==> src/rtl/cdb_defs_pkg.sv <==
// Shared constants for the common-data-bus arbiter: default widths,
// functional-unit indices and a circular index helper.
package cdb_defs_pkg;

    localparam int NUM_FU = 4;
    localparam int DATA_W = 16;
    localparam int TAG_W  = 3;
    localparam int SRC_W  = 2;

    localparam logic [SRC_W-1:0] FU_ALU0 = 2'd0;
    localparam logic [SRC_W-1:0] FU_ALU1 = 2'd1;
    localparam logic [SRC_W-1:0] FU_BRU  = 2'd2;
    localparam logic [SRC_W-1:0] FU_LSU  = 2'd3;

    // Next requester index in circular order, wrapping from num-1 back to 0.
    function automatic logic [SRC_W-1:0] next_idx(input logic [SRC_W-1:0] idx, input int num);
        int j;
        j = int'(idx) + 1;
        if (j >= num) begin
            j = 0;
        end
        return j[SRC_W-1:0];
    endfunction

endpackage

==> src/rtl/cdb_pick.sv <==
// Combinational picker: returns the first valid requester found scanning
// circularly from a start index, optionally skipping one excluded index.
module cdb_pick
    import cdb_defs_pkg::*;
#(
    parameter int NUM_REQ = NUM_FU
) (
    input  logic [NUM_REQ-1:0] i_valid,
    input  logic [SRC_W-1:0]   i_start,
    input  logic               i_excl_en,
    input  logic [SRC_W-1:0]   i_excl,
    output logic               o_found,
    output logic [SRC_W-1:0]   o_idx
);

    // Circular priority scan; the first hit that is not the excluded index wins.
    always_comb begin
        int j;
        logic [SRC_W-1:0] idx;
        o_found = 1'b0;
        o_idx   = '0;
        j       = 0;
        idx     = '0;
        for (int k = 0; k < NUM_REQ; k++) begin
            j = int'(i_start) + k;
            if (j >= NUM_REQ) begin
                j = j - NUM_REQ;
            end
            idx = j[SRC_W-1:0];
            if (!o_found && i_valid[idx] && !(i_excl_en && (idx == i_excl))) begin
                o_found = 1'b1;
                o_idx   = idx;
            end
        end
    end

endmodule

==> src/rtl/cdb_arbiter.sv <==
// Common data bus arbiter: grants up to two functional-unit results per
// cycle and broadcasts them on two registered CDB ports one cycle later.
// Default grant policy is round-robin from a rotating pointer. Defining
// CDB_AGE_PRIORITY_EN switches to oldest-first by ROB age relative to
// rob_head (ties to the lower index) and removes the pointer.
module cdb_arbiter #(
    parameter int NUM_REQ = cdb_defs_pkg::NUM_FU,
    parameter int DATA_W  = cdb_defs_pkg::DATA_W,
    parameter int TAG_W   = cdb_defs_pkg::TAG_W
) (
    input  logic                      clk,
    input  logic                      rst,
    input  logic                      flush,
    input  logic [TAG_W-1:0]          rob_head,
    input  logic [NUM_REQ-1:0]        req_valid,
    input  logic [NUM_REQ*TAG_W-1:0]  req_tag,
    input  logic [NUM_REQ*DATA_W-1:0] req_value,
    output logic [NUM_REQ-1:0]        req_ready,
    output logic                      cdb0_valid,
    output logic                      cdb1_valid,
    output logic [TAG_W-1:0]          cdb0_tag,
    output logic [TAG_W-1:0]          cdb1_tag,
    output logic [DATA_W-1:0]         cdb0_value,
    output logic [DATA_W-1:0]         cdb1_value,
    output logic [1:0]                cdb0_src,
    output logic [1:0]                cdb1_src
);

    import cdb_defs_pkg::SRC_W;
    import cdb_defs_pkg::next_idx;

    logic             w_arb_en;
    logic             w_g0_found;
    logic             w_g1_found;
    logic [SRC_W-1:0] w_g0_idx;
    logic [SRC_W-1:0] w_g1_idx;

    logic              r_cdb0_valid;
    logic              r_cdb1_valid;
    logic [TAG_W-1:0]  r_cdb0_tag;
    logic [TAG_W-1:0]  r_cdb1_tag;
    logic [DATA_W-1:0] r_cdb0_value;
    logic [DATA_W-1:0] r_cdb1_value;
    logic [SRC_W-1:0]  r_cdb0_src;
    logic [SRC_W-1:0]  r_cdb1_src;

    // Nothing is granted while reset is held or while the pipeline flushes.
    assign w_arb_en = rst & ~flush;

`ifdef CDB_AGE_PRIORITY_EN

    // Oldest-first selection: smallest (tag - rob_head) wins, strict compare keeps the lower index on ties.
    always_comb begin
        logic [TAG_W-1:0] age;
        logic [TAG_W-1:0] best0;
        logic [TAG_W-1:0] best1;
        age        = '0;
        best0      = '0;
        best1      = '0;
        w_g0_found = 1'b0;
        w_g0_idx   = '0;
        w_g1_found = 1'b0;
        w_g1_idx   = '0;
        for (int i = 0; i < NUM_REQ; i++) begin
            age = req_tag[i*TAG_W +: TAG_W] - rob_head;
            if (req_valid[i] && (!w_g0_found || (age < best0))) begin
                w_g0_found = 1'b1;
                w_g0_idx   = i[SRC_W-1:0];
                best0      = age;
            end
        end
        for (int i = 0; i < NUM_REQ; i++) begin
            age = req_tag[i*TAG_W +: TAG_W] - rob_head;
            if (req_valid[i] && (i[SRC_W-1:0] != w_g0_idx) && (!w_g1_found || (age < best1))) begin
                w_g1_found = 1'b1;
                w_g1_idx   = i[SRC_W-1:0];
                best1      = age;
            end
        end
    end

`else

    logic [SRC_W-1:0] r_rr_ptr;
    logic [SRC_W-1:0] w_g1_start;
    logic             w_unused_rob_head;

    // ROB head only matters for age-ordered arbitration.
    assign w_unused_rob_head = ^rob_head;
    assign w_g1_start        = next_idx(w_g0_idx, NUM_REQ);

    cdb_pick #(
        .NUM_REQ (NUM_REQ)
    ) u_pick_g0 (
        .i_valid   (req_valid),
        .i_start   (r_rr_ptr),
        .i_excl_en (1'b0),
        .i_excl    ('0),
        .o_found   (w_g0_found),
        .o_idx     (w_g0_idx)
    );

    cdb_pick #(
        .NUM_REQ (NUM_REQ)
    ) u_pick_g1 (
        .i_valid   (req_valid),
        .i_start   (w_g1_start),
        .i_excl_en (1'b1),
        .i_excl    (w_g0_idx),
        .o_found   (w_g1_found),
        .o_idx     (w_g1_idx)
    );

    // Rotate the pointer past the last winner; idle and flush cycles leave it alone.
    always_ff @(posedge clk or negedge rst) begin
        if (!rst) begin
            r_rr_ptr <= '0;
        end else if (w_arb_en && w_g0_found) begin
            r_rr_ptr <= w_g1_found ? next_idx(w_g1_idx, NUM_REQ) : next_idx(w_g0_idx, NUM_REQ);
        end
    end

`endif

    // Same-cycle grant back to the winning functional units.
    always_comb begin
        req_ready = '0;
        if (w_arb_en) begin
            if (w_g0_found) begin
                req_ready[w_g0_idx] = 1'b1;
            end
            if (w_g1_found) begin
                req_ready[w_g1_idx] = 1'b1;
            end
        end
    end

    // Launch winners onto the CDB: g0 on port 0, g1 on port 1; payload only reloads on a grant.
    always_ff @(posedge clk or negedge rst) begin
        if (!rst) begin
            r_cdb0_valid <= 1'b0;
            r_cdb1_valid <= 1'b0;
            r_cdb0_tag   <= '0;
            r_cdb1_tag   <= '0;
            r_cdb0_value <= '0;
            r_cdb1_value <= '0;
            r_cdb0_src   <= '0;
            r_cdb1_src   <= '0;
        end else begin
            r_cdb0_valid <= w_arb_en & w_g0_found;
            r_cdb1_valid <= w_arb_en & w_g1_found;
            if (w_arb_en && w_g0_found) begin
                r_cdb0_tag   <= req_tag[w_g0_idx*TAG_W +: TAG_W];
                r_cdb0_value <= req_value[w_g0_idx*DATA_W +: DATA_W];
                r_cdb0_src   <= w_g0_idx;
            end
            if (w_arb_en && w_g1_found) begin
                r_cdb1_tag   <= req_tag[w_g1_idx*TAG_W +: TAG_W];
                r_cdb1_value <= req_value[w_g1_idx*DATA_W +: DATA_W];
                r_cdb1_src   <= w_g1_idx;
            end
        end
    end

    assign cdb0_valid = r_cdb0_valid;
    assign cdb1_valid = r_cdb1_valid;
    assign cdb0_tag   = r_cdb0_tag;
    assign cdb1_tag   = r_cdb1_tag;
    assign cdb0_value = r_cdb0_value;
    assign cdb1_value = r_cdb1_value;
    assign cdb0_src   = r_cdb0_src;
    assign cdb1_src   = r_cdb1_src;

endmodule

==> config.mk <==
export PLATFORM = sky130hd
export DESIGN_NAME = cdb_arbiter
export DESIGN_NICKNAME = d
export VERILOG_FILES = /design/src/rtl/cdb_defs_pkg.sv /design/src/rtl/cdb_pick.sv /design/src/rtl/cdb_arbiter.sv
export SDC_FILE = /design/constraint.sdc
export NUM_CORES = 1
export LEC_CHECK = 0
export BUFFER_PORTS_ARGS = -buffer_cell sky130_fd_sc_hd__buf_2
export CAP_MARGIN = 40
export CORE_MARGIN = 1
export CORE_UTILIZATION = 54
export DETAILED_ROUTE_END_ITERATION = 16
export GPL_TIMING_DRIVEN = 0
export HOLD_SLACK_MARGIN = 0.05
export PLACE_DENSITY_LB_ADDON = 0.12
export SKIP_CTS_REPAIR_TIMING = 1
export SLEW_MARGIN = 20
export SYNTH_ARGS = -nofsm -noshare
export SYNTH_HDL_FRONTEND = slang
export SYNTH_SLANG_ARGS = --single-unit
export TNS_END_PERCENT = 5
==> constraint.sdc <==
create_clock -name clk -period 8.3 [get_ports clk]
set_input_delay 0.415 -clock clk [delete_from_list [all_inputs] [get_ports clk]]
set_output_delay 0.415 -clock clk [all_outputs]
set_load 0.005 [all_outputs]
## Yosys cells after proc, flatten, opt, wreduce, memory -nomap -nowiden

Index checks and enable logic that the tools add are counted.

- Bitwise gates (word level): 5
- $lt $le $gt $ge: 22
- Add/subtract/negate cells: 16
- Multipliers: 2
- Reduce and logical (&&, ||, !) cells: 24
- Muxes and demuxes: 51
- Equality and inequality tests: 4
- Shifts and indexed selects: 4

Operators by type and width:

| cell | count |
|---|---|
| variable part select 64 x 7 -> 16 bit | 2 |
| 2-to-1 mux 2 bit | 19 |
| < comparator 2 x 3 -> 1 bit (second input constant) | 10 |
| >= comparator 3 bit (second input constant) | 8 |
| variable part select 12 x 5 -> 3 bit | 2 |
| 2-to-1 mux 1 bit | 18 |
| binary-select mux 1 bit (select 2 bit) | 8 |
| 2-to-1 mux 4 bit | 4 |
| subtractor 2 x 1 -> 2 bit (second input constant) | 8 |
| logical AND 1 bit | 14 |
| adder 2 x 1 -> 3 bit (second input constant) | 4 |
| adder 2 x 2 -> 3 bit (second input constant) | 4 |
| logical NOT 1 bit | 10 |
| == test 2 bit | 4 |
| multiplier 2 x 2 -> 4 bit (second input constant) | 2 |
| >= comparator 2 x 3 -> 1 bit (second input constant) | 2 |
| demux 1 bit (select 2 bit) | 2 |
| >= comparator 2 x 1 -> 1 bit (second input constant) | 2 |
| bitwise OR 4 bit | 1 |
| AND 1 bit | 3 |
| inverter 1 bit | 1 |

- Register bits after elaboration: 46
- Output and inout bits: 48
- Word-level logic and storage cells: 137
- Bits of input ports: 86

## Longest topological paths before layout

Gate-level depths: netlist of run 1.

- Depth in word-level cells: 42
- Depth in mapped cells: 19
- Gate-level depth less buffers: 14

## Modules after synthesis

From an unflattened synthesis of run 1, not the netlist that was laid out.

- Cells, all modules: 305
- Area total of the unflattened synthesis: 3345.7 um^2

By module, submodules not included:

| module | instances | sequential area each (um^2) | cells each | area an instance (um^2) |
|---|---|---|---|---|
| cdb_arbiter | 1 | 1151.1 | 263 | 3027.9 |
| cdb_pick | 2 | 0.0 | 21 | 158.9 |

## Least setup slack after synthesis of run 1

Ideal clock, no wire load.

- Kind: flip-flop to output port
- From: reg r_rr_ptr[1]
- To: out req_ready[0]
- Data required time: 7.885 ns
- Cell stages (with the launch flop): 17
- Arrival: 3.544 ns
- Path buffers: 6
- Path slack: 4.341 ns
- Cell sequence: dfrtp_1 > buf_2 > buf_4 > a21oi_1 > o21a_1 > o22a_1 > clkbuf_1 > ha_1 > buf_2 > o21ai_0 > o41a_4 > o21a_1 > mux2_2 > buf_6 > buf_6 > ha_1 > a22o_1

- Word-level cells in the longest chain between the ends: 42
- Elaborated cells between the ends (all ways): 104
- Those cells by class: 15 x add/sub; 13 x order compare; 4 x eq/ne; 49 x mux; 1 x bitwise; 22 x reduce/logical

RTL lines:

| item | RTL line | source |
|---|---|---|
| start: declaration | cdb_arbiter.sv:84 | `logic [SRC_W-1:0] r_rr_ptr;` |
| start signal: assignment | cdb_arbiter.sv:119 | `r_rr_ptr <= w_g1_found ? next_idx(w_g1_idx, NUM_REQ) : next_idx(w_g0_idx, NUM_REQ);` |
| branches (longest 13 deep; another with adder 2 x 1 -> 3 bit) | - |  |
| 2-to-1 mux 2 bit (*) | cdb_pick.sv:30 | `if (!o_found && i_valid[idx] && !(i_excl_en && (idx == i_excl))) begin` |
| via u_pick_g0.o_idx[1] | cdb_pick.sv:13 | `output logic [SRC_W-1:0] o_idx` |
| branches (longest 26 deep; another with adder 2 x 1 -> 3 bit) | - |  |
| 2-to-1 mux 4 bit (*) | cdb_arbiter.sv:132 | `if (w_g1_found) begin` |
| 2-to-1 mux 4 bit (*) | cdb_arbiter.sv:128 | `if (w_arb_en) begin` |
| end: declaration | cdb_arbiter.sv:18 | `output logic [NUM_REQ-1:0] req_ready,` |

Mark *: on every way through the listed nets, which the timed path passes. The select of a mux whose other input is x is not followed.

## Final worst setup path of run 1

- From: reg r_rr_ptr[1]
- To: out req_ready[2]

Same word-level chain as after synthesis.

==> impl_metrics.yaml, run 1 <==
cts:
  tritoncts: "yes"
  tritoncts_num_sinks: 46
  cts_max_path_buffers: 2
  root_buffer: "sky130_fd_sc_hd__clkbuf_8"
  worstSkewPairLatency_ns: 0.31
  ctsHtreeMaxLevel: 2
  total_cts_buffers: 5
  cts.clk_slew.worst_paths_ns: 0.09
timing:
  finalHoldViolations: 0
  maxSlewViolCount: 0
  rsz0062_at_grt: "false"
  setup_violations: 0
  fin_skew_ns: 0.00655
  min_period_over_period: 0.615
  max-slew-margin-rel: 0.560
  worst_slack_ns: 3.19
  tns_ns: 0
  fmax_mhz: 196
  period_minus_slack_ns: 5.11
  timing_worst_slew_pin_value_ns: 0.661
logic_synthesis:
  post_synth_fa_ha_maj_area_fraction: 0.0315
  syn_area_um2: 3500
  yosys_register_bits: 46
  synth_seq_area_share: 0.329
  synth_edf_count: 0
  synth_cell_type_count: 51
  synthCells: 455
  postSynthAreaPerCell_um2: 7.69
  prevailing_post_synth_register_cell: "sky130_fd_sc_hd__dfrtp_1"
  synthXorXnorAreaFrac: 0.00250
  synth_top_family_by_area: "simple AND/OR/NAND/NOR gates"
  netlist_top_cells_count: "92 x sky130_fd_sc_hd__nand2_1, 67 x sky130_fd_sc_hd__nor2_1, 47 x sky130_fd_sc_hd__o21ai_0"
  ys_warn_count: 0
  synth_top_area_share: 0.329
  synth-compound-area-share: 0.205
  synthTopCellsByArea: "sky130_fd_sc_hd__dfrtp_1 33%, sky130_fd_sc_hd__mux2i_1 11%, sky130_fd_sc_hd__nand2_1 9.9%"
  postSynth.asyncResetShare: 1.00
  yosysMostFrequentCell: "sky130_fd_sc_hd__nand2_1"
  synthesis.nets: 549
  yosys.area_share.simple: 0.259
  synth.mux.area_fraction: 0.112
  yosys.area.top_type: "sky130_fd_sc_hd__dfrtp_1"
finish:
  finish.net_count: 687
  drive_above_1_share: 0.279
  antenna_cells: 0
  area_growth_syn_to_layout_pct: 24.6
drt:
  vias: 3915
  drc_errors: 0
  drt_pre_antenna_iters: 5
  detail_route.wl_per_cell_um: 16.5
  finalWirelength_mm: 11.0
  final_antenna_net_count: 0
  drt_first_iter_violations: 306
  avgViaCountPerCell: 5.85
global_route:
  grt_first_pass_wirelength_mm: 17.0
  grt_pass1_vias: 3551
  globalRoute.totalOverflow: 0
  grt_util_all_layers: 0.333
  grt_start_max_net_pins: 29
  antenna_found_initial: 0
worst_setup_path:
  worst-endpoint-arrival_ns: 4.69
  path_class: "register to output port"
  setup_crit_start_kind: "register"
  crit_end_element: "output port"
  worst_path_fanout_max: 11
  worst_ep_required_time_ns: 7.89
place:
  portBuffers: 130
  gpl.final_weighted_congestion: 0.904
  hpwlAfterDp_mm: 8.05
  dp_worst_setup_slack_ns: 3.63
run_status:
  outcome: "complete, no violations"
die:
  placeableCoreArea_um2: 6100
  floorplan.initialDensity: 0.574
  floorplan.die.width_um: 82.5
  die_h_um: 82.5
  dieArea_um2: 6800
  ioPinCount: 134
  rows: 28
power:
  pwr_density_cell_nw_per_um2: 323
  vdd_drop_max_v: 0.000199
  total_leakage_power_nw: 2.29
min_path:
  hold_path.class: "input port to async pin"
job:
  cap_viol_max_count: 0
[layout make-up]
class | count | area [µm²]
fill | 533 | 1740
multi-input combinational | 365 | 2130
sequential | 46 | 1150
buffer | 35 | 180
timing repair buffer | 131 | 671
clock inverter | 1 | 8.76
clock buffer | 7 | 86.3
tap | 75 | 93.8
inverter | 9 | 33.8
[critical path: stages, from the launching register on]
cell and delay (ns):
sky130_fd_sc_hd__dfrtp_1 0.42, sky130_fd_sc_hd__buf_2 0.20, sky130_fd_sc_hd__buf_4 0.19, sky130_fd_sc_hd__a21oi_1 0.12, sky130_fd_sc_hd__o21a_1 0.12, sky130_fd_sc_hd__o22a_1 0.19, sky130_fd_sc_hd__clkbuf_1 0.53, sky130_fd_sc_hd__ha_1 0.38
sky130_fd_sc_hd__or2_1 0.22, sky130_fd_sc_hd__o22a_1 0.21, sky130_fd_sc_hd__o21ai_1 0.19, sky130_fd_sc_hd__o311ai_1 0.21, sky130_fd_sc_hd__o21a_1 0.25, sky130_fd_sc_hd__mux2_2 0.28, sky130_fd_sc_hd__buf_6 0.16, sky130_fd_sc_hd__buf_6 0.17
sky130_fd_sc_hd__ha_1 0.21, sky130_fd_sc_hd__a22o_1 0.19, sky130_fd_sc_hd__buf_2 0.12
[registers in the layout, summed over array words and instances (netlist names)]
signal / cells
cdb0_valid: 1
cdb1_valid: 1
cdb1_tag: 3
r_rr_ptr: 2
cdb0_value: 16
cdb1_src: 2
cdb0_tag: 3
cdb1_value: 16
cdb0_src: 2
[power breakdown]
| part | internal [mW] | switching (mW) | leakage (nW) | total (mW) |
|---|---|---|---|---|
| clock network | 0.0691 | 0.0844 | 0.0489 | 0.153 |
| registers | 0.318 | 0.0495 | 0.569 | 0.368 |
| logic | 0.374 | 0.510 | 1.67 | 0.884 |
| total | 0.761 | 0.644 | 2.29 | 1.41 |
[layout by cell type, fill, tap and decap left out, drive strengths merged, types with 2 or more instances in the layout]
cell type,count
inv,10
or2,2
a31oi,2
o22ai,2
nand2b,5
a21oi,9
nand3b,2
o22a,2
clkbuf,24
a211oi,4
dfrtp,46
ha,8
mux2i,37
and2,2
nand2,93
mux2,2
nor2b,7
o211ai,2
buf,149
nand3,20
nor4,2
o221ai,19
nor2,67
a22o,5
o21ai,49
nor3,4
o21a,5
[through the flow]
stage	total power, mW	std cells	hold slack (ns)	cell area [µm²]	utilization
3_5_place_dp	1.24	661	0.415	4260	0.699
6_report	1.41	669	0.0611	4360	0.715
2_1_floorplan	0.960	455	0.119	3500	-
4_1_cts	1.40	669	0.0757	4360	0.715
3_3_place_gp	1.22	660	0.458	4240	0.696
5_1_grt	1.51	669	0.113	4360	0.715
[worst paths after layout]
check	slack [ns]	endpoint	startpoint	cells past startpoint
setup / recovery	3.19	req_ready[2]	r_rr_ptr[1]	18
hold / removal	0.06	cdb1_value[0]	rst	1
setup reg to reg	3.75	r_rr_ptr[1]	r_rr_ptr[1]	19
hold reg to reg	0.48	cdb0_tag[2]	cdb0_tag[2]	2
max in group asynchronous	7.71	cdb0_value[11]	rst	2
min in group clk	0.44	cdb1_value[0]	req_value[48]	3
[kinds of logic after synthesis]
logic type / count (synthesis)
and+or+nand+nor: 209
AOI/OAI and AO/OA: 107
DFF: 46
buffers and inverters: 44
muxes: 39
adders and majority gates: 9
xor gates and xnor gates: 1
[metal layers]
metal / vias up / track usage / share of wire
met5: - / 0 / 0
met4: 0 / 0.104 / 0.017
met3: 20 / 0.0648 / 0.089
met2: 207 / 0.552 / 0.48
met1: 1828 / 0.435 / 0.41
li1: 1860 / - / -
Note: power is estimated with default switching activity, not from simulation.
==> run 2, diff against run 1 <==
--- a/config.mk
+++ b/config.mk
@@ -8,7 +8,7 @@
 export BUFFER_PORTS_ARGS = -buffer_cell sky130_fd_sc_hd__buf_2
 export CAP_MARGIN = 40
 export CORE_MARGIN = 1
-export CORE_UTILIZATION = 54
+export CORE_UTILIZATION = 45
 export DETAILED_ROUTE_END_ITERATION = 16
 export GPL_TIMING_DRIVEN = 0
 export HOLD_SLACK_MARGIN = 0.05
==> constraint.sdc (replaced) <==
create_clock -name clk -period 4.6 [get_ports clk]
set_input_delay 0.23 -clock clk [delete_from_list [all_inputs] [get_ports clk]]
set_output_delay 0.23 -clock clk [all_outputs]
set_load 0.005 [all_outputs]
==> run 2 against run 1 <==
First-iteration DRC count down 25%; design area up 1.7%; global-route usage down 4.6 points; combinational power up 87%; via count up 0.18%; die area up 19%; cell count up 3.7%; clock skew up 0.0037 ns; critical path depth down 2.
==> impl_metrics.yaml, run 2 (synthesis gave the netlist of run 1 again) <==
min_path:
  hold_path.class: "input port to register"
worst_setup_path:
  timing.critical_path.cells: "clkbuf_4 -> buf_4 -> a21oi_1 -> o21a_1 -> o22a_1 -> buf_4 -> ha_1 -> clkbuf_4 -> o21ai_0 -> o41a_4 -> o21a_1 -> mux2_2 -> buf_12 -> ha_1 -> a22o_1 -> buf_2"
  worst_path_fanout_max: 20
  setup_crit_start_kind: "register"
  cp_num_buf_inv: 6
  slowest_delay_ns: 0.53
  critPathTopFamily: "compound AO/OA/AOI/OAI gates"
  highest_delay_cell_along_the_critical_path: "sky130_fd_sc_hd__o41a_4"
  worst-endpoint-arrival_ns: 4.13
  worst_ep_required_time_ns: 4.37
  path_class: "register to output port"
  r2r_slack_ns: 0.61
  crit_end_element: "output port"
finish:
  most-common-layout-cells: "137 x sky130_fd_sc_hd__buf_2, 92 x sky130_fd_sc_hd__nand2_1, 67 x sky130_fd_sc_hd__nor2_1"
  finish.net_count: 688
  drive_above_1_share: 0.286
  layout.core_utilization: 0.601
  antenna_cells: 0
  filler_cell_count: 715
  area_growth_syn_to_layout_pct: 26.7
  final_common_cell: "sky130_fd_sc_hd__buf_2"
run_status:
  outcome: "complete, no violations"
cts:
  root_buffer: "sky130_fd_sc_hd__clkbuf_8"
  cts_max_path_buffers: 2
  cts.clk_slew.worst_paths_ns: 0.10
  ctsHtreeMaxLevel: 2
  worstSkewPairLatency_ns: 0.31
  total_cts_buffers: 5
  tritoncts_num_sinks: 46
  tritoncts: "yes"
timing:
  finalHoldViolations: 0
  fin_skew_ns: 0.0102
  setup_violations: 0
  timing_worst_slew_pin_value_ns: 0.661
  max-slew-margin-rel: 0.559
  hold-worst-slack_ns: 0.250
  rsz0062_at_grt: "false"
  period_minus_slack_ns: 4.36
  fmax_mhz: 229
  maxSlewViolCount: 0
  min_period_over_period: 0.948
place:
  hpwlAfterDp_mm: 8.45
  portBuffers: 130
  gpl.final_weighted_congestion: 0.886
drt:
  finalWirelength_mm: 11.5
  drt_first_iter_violations: 230
  avgViaCountPerCell: 5.65
  drt_pre_antenna_iters: 6
  drc_errors: 0
  final_antenna_net_count: 0
  detail_route.wl_per_cell_um: 16.5
  vias: 3922
die:
  ioPinCount: 134
  rows: 31
  placeableCoreArea_um2: 7370
  floorplan.initialDensity: 0.475
  die_h_um: 90.2
  dieArea_um2: 8130
  floorplan.die.width_um: 90.2
global_route:
  globalRoute.totalOverflow: 0
  antenna_found_initial: 0
  grt_first_pass_wirelength_mm: 18.6
  grt_pass1_vias: 3784
  grt_util_all_layers: 0.287
  grt_start_max_net_pins: 33
power:
  post-layout-total-power_mw: 2.58
  pwr_density_cell_nw_per_um2: 582
  total_leakage_power_nw: 2.30
  vdd_drop_max_v: 0.000247
job:
  cap_viol_max_count: 0
[run 2: final cells by class]
type	count	area (µm²)	area share
Tap cell	99	124	0.0280
Sequential cell	46	1150	0.260
Multi-Input combinational cell	365	2150	0.486
Clock buffer	5	68.8	0.0155
Clock inverter	3	23.8	0.00537
Timing Repair Buffer	133	688	0.155
Inverter	9	33.8	0.00763
Buffer	34	186	0.0421
[run 2: worst min-delay path: cells and delay by family]
kind | cells | cell delay, ns
multiplexers | 1 | 0.06
AO/OA/AOI/OAI | 1 | 0.15
buffers and inverters | 1 | 0.09
[run 2: worst paths after layout]
check	to	start	cells past startpoint
worst max-delay path	req_ready[2]	r_rr_ptr[1]	16
worst min register to register	cdb0_src[1]	cdb0_src[1]	2
min in group asynchronous	cdb0_value[2]	rst	2
worst min-delay path	cdb1_value[5]	req_value[53]	3
max in group asynchronous	cdb1_value[13]	rst	3
worst max register to register	r_rr_ptr[1]	r_rr_ptr[1]	17
[run 2: metrics by stage]
stage               TNS [ns]  setup slack (ns)  area [µm²]  std cells
finish                     0             0.240        4430        694
CTS                    -1.14            -0.293        4380        693
global placement           0            0.0492        4270        684
detailed placement         0            0.0229        4290        685
floorplan                  0             0.816        3500        455
global route               0            0.0574        4430        694
[run 2: per-layer routing]
layer | GRT usage | share of wire
met1 | 0.366 | 0.42
met2 | 0.471 | 0.48
met3 | 0.0660 | 0.079
met4 | 0.112 | 0.025
met5 | 0 | 0
[run 2: where the power goes]
| group | total [mW] | switching (mW) | internal, mW |
|---|---|---|---|
| clock | 0.266 | 0.157 | 0.109 |
| sequential | 0.663 | 0.0891 | 0.574 |
| combinational | 1.65 | 0.955 | 0.694 |
| total | 2.58 | 1.20 | 1.38 |
==> run 3, diff against run 2 <==
--- a/config.mk
+++ b/config.mk
@@ -12,8 +12,7 @@
 export DETAILED_ROUTE_END_ITERATION = 16
 export GPL_TIMING_DRIVEN = 0
 export HOLD_SLACK_MARGIN = 0.05
-export PLACE_DENSITY_LB_ADDON = 0.12
-export SKIP_CTS_REPAIR_TIMING = 1
+export PLACE_DENSITY = 0.83
 export SLEW_MARGIN = 20
 export SYNTH_ARGS = -nofsm -noshare
 export SYNTH_HDL_FRONTEND = slang
==> run 3 against run 2 <==
Clock power is 17% higher; design area decreased by 0.25%; register-to-register slack lost 0.08 ns; largest cell class unchanged; critical endpoint is now req_ready[3]; largest power group unchanged; highest routed layer unchanged; maximum frequency shrank 0.89%; cell count is 0.14% lower; power is 1.2% higher; sequential share of layout area is 0.066 points higher; setup slack worse by 0.039 ns.
==> impl_metrics.yaml, run 3 (synthesis gave the netlist of run 1 again) <==
run_status:
  outcome: "complete, no violations"
timing:
  period_minus_slack_ns: 4.40
  timing_worst_slew_pin_value_ns: 0.615
  fin_skew_ns: 0.00773
  fmax_mhz: 227
  setup_violations: 0
  finalHoldViolations: 0
  min_period_over_period: 0.956
  max-slew-margin-rel: 0.590
  hold-worst-slack_ns: 0.250
  tns_ns: 0
  maxSlewViolCount: 0
worst_setup_path:
  path_class: "register to output port"
  timing.critical_path.cells: "buf_4 -> buf_4 -> a21oi_1 -> o21a_1 -> o22a_4 -> ha_1 -> clkbuf_4 -> o21ai_0 -> o41a_4 -> nand2_1 -> mux2_2 -> buf_6 -> inv_1 -> ha_1 -> a22o_1 -> buf_2"
  crit_end_element: "output port"
  setup_crit_start_kind: "register"
  worst-endpoint-arrival_ns: 4.17
  worst_path_fanout_max: 20
  highest_delay_cell_along_the_critical_path: "sky130_fd_sc_hd__o41a_4"
  worst_ep_required_time_ns: 4.37
  critPathTopFamily: "compound AO/OA/AOI/OAI gates"
  cp_num_buf_inv: 6
  slowest_delay_ns: 0.54
drt:
  finalWirelength_mm: 11.8
  final_antenna_net_count: 0
  avgViaCountPerCell: 5.83
  detail_route.wl_per_cell_um: 17.0
  drc_errors: 0
  drt_first_iter_violations: 405
  vias: 4042
  drt_pre_antenna_iters: 5
cts:
  total_cts_buffers: 5
  ctsHtreeMaxLevel: 2
  tritoncts: "yes"
  worstSkewPairLatency_ns: 0.32
  cts_max_path_buffers: 2
  cts.clk_slew.worst_paths_ns: 0.10
  tritoncts_num_sinks: 46
  root_buffer: "sky130_fd_sc_hd__clkbuf_8"
place:
  gpl.final_weighted_congestion: 0.911
  portBuffers: 130
  hpwlAfterDp_mm: 8.60
power:
  vdd_drop_max_v: 0.000334
  pwr_density_cell_nw_per_um2: 590
  post-layout-total-power_mw: 2.61
  total_leakage_power_nw: 2.30
die:
  rows: 31
  dieArea_um2: 8130
  die_h_um: 90.2
  ioPinCount: 134
  floorplan.die.width_um: 90.2
  floorplan.initialDensity: 0.475
  placeableCoreArea_um2: 7370
global_route:
  grt_start_max_net_pins: 34
  antenna_found_initial: 0
  globalRoute.totalOverflow: 0
  grt_first_pass_wirelength_mm: 19.0
  grt_pass1_vias: 3931
  grt_util_all_layers: 0.291
finish:
  antenna_cells: 0
  final_common_cell: "sky130_fd_sc_hd__buf_2"
  finish.net_count: 687
  drive_above_1_share: 0.281
  most-common-layout-cells: "137 x sky130_fd_sc_hd__buf_2, 92 x sky130_fd_sc_hd__nand2_1, 67 x sky130_fd_sc_hd__nor2_1"
  area_growth_syn_to_layout_pct: 26.3
job:
  cap_viol_max_count: 0
min_path:
  hold_path.class: "input port to register"
==> run 3: changes by cell type in the layout (fill, tap and decap cells not counted), sizes merged <==
cell	before	now
inv	10	9
bufinv	0	1
clkinvlp	2	1
==> run 3: timing repair <==
item	in CTS	in global routing
hold endpoints to repair	13	0
setup endpoints to repair	4	4
buffers inserted	0	1
gates resized for setup	2	2
hold buffers	1	0
==> run 3: layer usage <==
metal  share of wire  vias up  wire length (µm)  GRT usage
met4           0.027        0               319      0.113
met5               0        -                 0          0
li1                -     1861                 -          -
met2            0.47      252              5560      0.473
met3            0.10       35              1180     0.0668
met1            0.40     1894              4700      0.376
==> run 3: stage by stage <==
step	instances	setup slack, ns	utilization	area (µm²)
global placement	684	0.0659	0.580	4270
global route	693	-0.000860	0.599	4420
CTS	693	0.0530	0.599	4410
detailed placement	685	0.0465	0.582	4290
finish	693	0.201	0.599	4420
floorplan	455	0.816	-	3500
==> run 3: where the power goes <==
group | switching [mW] | internal (mW) | leakage [nW]
clock | 0.150 | 0.162 | 0.0514
combinational | 0.947 | 0.680 | 1.68
sequential | 0.0960 | 0.574 | 0.569
total | 1.19 | 1.42 | 2.30
==> run 3: final cells by class <==
| cell class | instances | area, µm² |
|---|---|---|
| flip-flops and latches | 46 | 1150 |
| repair buffers | 133 | 688 |
| multi-input cells | 365 | 2140 |
| inverters | 9 | 33.8 |
| well taps | 99 | 124 |
| plain buffers | 33 | 170 |
| clock inverters | 2 | 37.5 |
| clock buffers | 6 | 72.6 |
| fillers | 694 | 2950 |
==> run 3: final timing paths <==
check                      depth (start not counted)  slack [ns]             end      startpoint
max                                               16        0.20    req_ready[3]     r_rr_ptr[1]
min                                                3        0.25   cdb1_value[6]   req_value[54]
max reg2reg                                       17        0.53     r_rr_ptr[1]     r_rr_ptr[1]
min reg2reg                                        2        0.49  cdb0_value[15]  cdb0_value[15]
max in group asynchronous                          3        3.72     cdb1_tag[1]             rst
min in group asynchronous                          2        0.35   cdb1_value[2]             rst
==> run 3: worst min-delay path: cells and delay by family <==
| kind | cells | cell delay (ns) |
|---|---|---|
| compound gates | 1 | 0.15 |
| buf+inv | 1 | 0.09 |
| mux | 1 | 0.06 |
